<file path="config.mk">
export PLATFORM = sky130hd
export DESIGN_NAME = smult_accum
export DESIGN_NICKNAME = d
export VERILOG_FILES = /design/src/rtl/smult_accum.sv
export SDC_FILE = /design/constraint.sdc
export NUM_CORES = 1
export LEC_CHECK = 0
export BUFFER_PORTS_ARGS = -buffer_cell sky130_fd_sc_hd__buf_4
export CAP_MARGIN = 5
export CORE_UTILIZATION = 45
export CTS_CLUSTER_SIZE = 20
export DETAILED_ROUTE_END_ITERATION = 16
export GPL_ROUTABILITY_DRIVEN = 0
export SYNTH_ARGS = -nofsm -noshare
export SYNTH_HDL_FRONTEND = slang
export SYNTH_SLANG_ARGS = --single-unit
</file>
<file path="constraint.sdc">
create_clock -name clk -period 6.8 [get_ports clk]
set_clock_uncertainty 0.1 [all_clocks]
set_input_delay 1.02 -clock clk [delete_from_list [all_inputs] [get_ports clk]]
set_output_delay 1.02 -clock clk [all_outputs]
set_load 0.005 [all_outputs]
</file>
<file path="src/rtl/smult_accum.sv">
// Sums TERMS signed products from a 2-cycle upstream multiplier, adds a scaled
// offset, arithmetic-shifts right by SHIFT and saturates to an N-bit result.
module smult_accum #(
  parameter int N     = 8,
  parameter int TERMS = 2,
  parameter int SHIFT = 7
) (
  input  logic                  clk,
  input  logic                  reset,
  input  logic                  issue,
  input  logic signed [2*N-1:0] prod_in,
  input  logic signed [N-1:0]   offset,
  input  logic                  out_ready,
  output logic                  busy,
  output logic                  out_valid,
  output logic signed [N-1:0]   result
);

  localparam int ACCW = 2*N + 4;
  // Final sum is formed wider than the accumulator so the shifted offset never wraps.
  localparam int TW   = ACCW + N;
  localparam int CW   = $clog2(TERMS + 1);
  localparam logic signed [TW-1:0] MAX_V = TW'((1 <<< (N-1)) - 1);
  localparam logic signed [TW-1:0] MIN_V = -MAX_V - 1;

  typedef enum logic [1:0] {IDLE, ACCUM, DONE} state_t;

  state_t                 state_q, state_d;
  logic signed [ACCW-1:0] acc_q, acc_d;
  logic [CW-1:0]          icnt_q, icnt_d;
  logic [CW-1:0]          pcnt_q, pcnt_d;
  logic [1:0]             vld_pipe_q, vld_pipe_d;
  logic signed [N-1:0]    result_q, result_d;
  logic                   out_valid_q, out_valid_d;

  logic                   accept, dvld, final_term;
  logic signed [ACCW-1:0] prod_ext;
  logic signed [TW-1:0]   total, shifted;

  always_comb begin
    busy       = (icnt_q == CW'(TERMS)) || (state_q == DONE);
    accept     = issue && !busy;
    dvld       = vld_pipe_q[1];
    final_term = dvld && (pcnt_q == CW'(TERMS - 1));
    prod_ext   = {{4{prod_in[2*N-1]}}, prod_in};
    total      = {{N{acc_q[ACCW-1]}}, acc_q}
               + {{(TW-2*N){prod_in[2*N-1]}}, prod_in}
               + ({{(TW-N){offset[N-1]}}, offset} <<< SHIFT);
    shifted    = total >>> SHIFT;
  end

  always_comb begin
    state_d     = state_q;
    acc_d       = acc_q;
    icnt_d      = icnt_q + CW'(accept);
    pcnt_d      = pcnt_q;
    vld_pipe_d  = {vld_pipe_q[0], accept};
    result_d    = result_q;
    out_valid_d = out_valid_q;
    case (state_q)
      IDLE: if (accept) state_d = ACCUM;
      ACCUM: begin
        if (final_term) begin
          if (shifted > MAX_V)      result_d = {1'b0, {(N-1){1'b1}}};
          else if (shifted < MIN_V) result_d = {1'b1, {(N-1){1'b0}}};
          else                      result_d = shifted[N-1:0];
          out_valid_d = 1'b1;
          state_d     = DONE;
        end else if (dvld) begin
          acc_d  = acc_q + prod_ext;
          pcnt_d = pcnt_q + CW'(1);
        end
      end
      DONE: if (out_ready) begin
        state_d     = IDLE;
        acc_d       = '0;
        icnt_d      = '0;
        pcnt_d      = '0;
        vld_pipe_d  = '0;
        out_valid_d = 1'b0;
      end
      default: state_d = IDLE;
    endcase
  end

  always_ff @(posedge clk or posedge reset) begin
    if (reset) begin
      state_q     <= IDLE;
      acc_q       <= '0;
      icnt_q      <= '0;
      pcnt_q      <= '0;
      vld_pipe_q  <= '0;
      result_q    <= '0;
      out_valid_q <= 1'b0;
    end else begin
      state_q     <= state_d;
      acc_q       <= acc_d;
      icnt_q      <= icnt_d;
      pcnt_q      <= pcnt_d;
      vld_pipe_q  <= vld_pipe_d;
      result_q    <= result_d;
      out_valid_q <= out_valid_d;
    end
  end

  assign out_valid = out_valid_q;
  assign result    = result_q;

endmodule

</file>
==> results.md <==
* DRT antenna net count at 0
* Filler Cell Count at 695
* Buffer cell driving the clock tree root: clkbuf_8
* Worst slew slack as a fraction of its limit at 0.3848
* PortBufs at 37
* Initial DRT Pass Iterations at 6
* WP data required at 6870 ps
* Effective utilization at floorplan at 0.4752
* Iter 0 DRT Violations at 86
* Number of vias in the routed layout at 2794
* Reg-to-Reg Start: acc_q[12]
* Via count of the first global-routing pass at 2720
* Power spent charging and discharging nets at 0.9107 mW
* Hold buffers post-CTS at 0
* Register Area at 925.9 µm²
* Number of hold-slack violations in the final timing report at 0
* Chip height at 90.22 µm
* Slowest Stage Delay on Critical Path at 500 ps
* Post-synthesis instance area at 3502 µm²
* Power share of the sequential group at 0.210
* Period Utilization, post-route at 0.6250
* Average cell area after synthesis at 9.364 µm²
* Proportion of synthesized chip area in sequential cells at 0.2644
* Post-CTS sizing at 0
* Internal power component at 1.037 mW
* Kind of cell adding the most delay to the critical path: compound AO/OA/AOI/OAI gates
* Vias per cell at 5.457
* Final period demand of the worst path at 4250 ps
* Routed wire length at 7590 µm
* Detailed-route DRC error count at 0
* Multi-input logic area at 2400 µm²
* Worst hold margin at 353.8 ps
* Arrival time of the worst setup path at 4330 ps
* Setup Buffers After CTS at 0
* Wire length of the first global-routing pass at 13100 µm
* Count of cell types in the netlist at 54
* Worst-case setup slack after placement at 2275 ps
* Areal power density over the cells at 487.3 nW/µm²
* Slowest CP cell: fa_1
* Cell area reported after detailed placement at 3885 µm²
* Ys flop type: dfrtp_1
* Type of element launching the critical path: input pin
* Die Wd at 90.22 µm
* Endpoint kind of the worst setup timing path: register
* TritonCTS clock tree: done
* Critical-path cell list: buf_4 > inv_1 > fa_1 > inv_1 > ha_1 > o21a_1 > o2111ai_1 > a21oi_1 > o211a_1 > or2_1 > a221o_1 > o2111ai_1 > o22ai_1 > a221o_1
* Syn Inst Count at 374
* Maximum fanout along the worst path at 7
* Total CTS buffers at 5
* Clock transition at the register clock pins on the worst setup and hold paths after CTS at 80 ps
* Portion of total power attributed to the clock network at 0.100
* Share of total power in combinational logic at 0.690
* Total power after layout at 1.947 mW
* Full die area at 8140 µm²
* Htree depth at 2
* Area of the core at 7370 µm²
* Class of the tightest hold or removal check: reg2reg
* Net switching fraction of the power at 0.4676
* Wire length per cell after detailed routing at 14.82 µm
* Leakage power total at 1.887 nW
* Depth of the critical timing path with buffers and inverters included at 14
* FMAX at 235.3 MHz
* Startpoint of the most critical hold path: vld_pipe_q[0]
* Highest-count cells in the layout ignoring fill and taps: ha_1, buf_4, inv_1, dfrtp_1, nand3_1
* RSZ-0062 raised after global routing: no
* Peak supply drop at 199.3 µV
* Syn-to-layout area delta at 14.11%
* Register-to-register path setup slack at 2970 ps
* GRT Residual Overflow at 0
* Number of antenna violations at the first check in global routing at 0
* Largest net degree at the start of global routing at 38
* Reported max-cap violation count at 0
* Critical path buffer and inverter count at 3
* Count of flip-flops with a built-in enable after synthesis at 0
* Post-detail-place hpwl at 6065 µm
* Actual slew at the worst max-slew pin at 920.6 ps
* Final-layout setup total negative slack at 0 ps
* Pins over their slew limit at 0
* Depth of the worst hold-timing path at 1
* Cell row count at 31
* Most common cell after layout, fill and taps aside: ha_1
* Count of inserted antenna diode cells at 0
* Hold Crit Endpoint: vld_pipe_q[1]
* Number of nets produced by synthesis at 462
* Worst-case reg-to-reg path depth at 13
* Number of endpoints failing setup at the final stage at 0
* I/O pin total at 38
* Final net count at 500
* Number of buffers on the longest clock path at 2
* Post-route cell area at 3996 µm²
* Critical R2R Capture: result[5]
* Proportion of register bits with asynchronous set or reset after synthesis at 1.000
* CTS sink cnt at 37
* Run status: complete, no violations
* Overall routing resource usage at 0.2009
* Count of warnings emitted by yosys at 0
* Flops & latches, synth at 37
* Worst Slack Setup Final at 2550 ps
* Category of the most critical setup path: in2reg
* Share of final-layout standard cells stronger than drive strength 1 at 0.1404
* Clock latency reported for the late side of the worst-skew pair at 290 ps
metrics by stage:
step | std cells | utilization
finish | 512 | 0.5423
global route | 512 | 0.5423
CTS | 512 | 0.5423
detailed placement | 504 | 0.5272
global placement | 504 | 0.5272
floorplan | 374 | -
cell families after synthesis:
logic type / count (synthesis) / share of synthesized area
flip-flops: 37 / 0.2644
adder cells (fa/ha/maj): 60 / 0.2551
AND/OR/NAND/NOR: 104 / 0.1601
buffers and inverters: 46 / 0.05038
XOR/XNOR: 25 / 0.06252
AO/OA/AOI/OAI: 101 / 0.2047
multiplexers: 1 / 0.002858
how the worst max path moves through the flow:
stage,start,end,slack [ps]
2_1_floorplan,offset[5],result[0],2720
3_3_place_gp,prod_in[12],result[5],2300
3_5_place_dp,offset[5],result[5],2280
4_1_cts,offset[5],result[5],2590
5_1_grt,offset[5],result[3],2310
6_report,prod_in[12],result[5],2550
metal layers:
metal	global-route usage	share of wire	vias to the layer above
met3	0.02961	0.032	6
met2	0.3219	0.46	46
met4	0.04301	0.0072	0
li1	-	-	1419
met5	0	0	-
met1	0.2874	0.50	1323
worst register-to-register path, stage by stage (launching register included):
cell       delay [ps]
dfrtp_1           410
inv_1              80
fa_1              480
inv_1              40
ha_1              370
o21a_1            140
o2111ai_1         250
a21oi_1           140
o211a_1           160
or2_1             290
a221o_1           430
o2111ai_1         270
o22ai_1           260
a221o_1           320
power groups by stage:
stage | clock network (mW) | logic [mW] | registers, mW
2_1_floorplan | 0 | 1.06 | 0.389
3_3_place_gp | 0 | 1.31 | 0.410
3_5_place_dp | 0 | 1.34 | 0.413
4_1_cts | 0.200 | 1.35 | 0.409
5_1_grt | 0.210 | 1.52 | 0.424
6_report | 0.195 | 1.34 | 0.408
final cells by class:
cell class	instances	area share
Inverter	38	0.03569
Timing Repair Buffer	39	0.07326
Sequential cell	37	0.2317
Clock buffer	6	0.01816
Clock inverter	2	0.009706
Multi-Input combinational cell	291	0.6005
Tap cell	99	0.03100
sequential cells by signal (all words and copies together) (netlist names):
| register | count |
|---|---|
| acc_q | 20 |
| icnt_q | 2 |
| out_valid | 1 |
| pcnt_q | 2 |
| result | 8 |
| state_q | 2 |
| vld_pipe_q | 2 |
cells in the mapped netlist (7+ instances only):
cell type   n  area share
nor3_1      9       0.013
o21ai_0    23       0.033
nor2_1     18       0.019
a221o_1     9       0.026
ha_1       41        0.15
a21o_1      7       0.015
dfrtp_1    37        0.26
clkbuf_1    7      0.0075
a21oi_1    21       0.030
nand3_1    24       0.034
inv_1      38       0.041
xnor2_1    11       0.028
fa_1       19        0.11
xor2_1     14       0.035
nand2_1    18       0.019
Note: power is estimated with default switching activity, not from simulation.
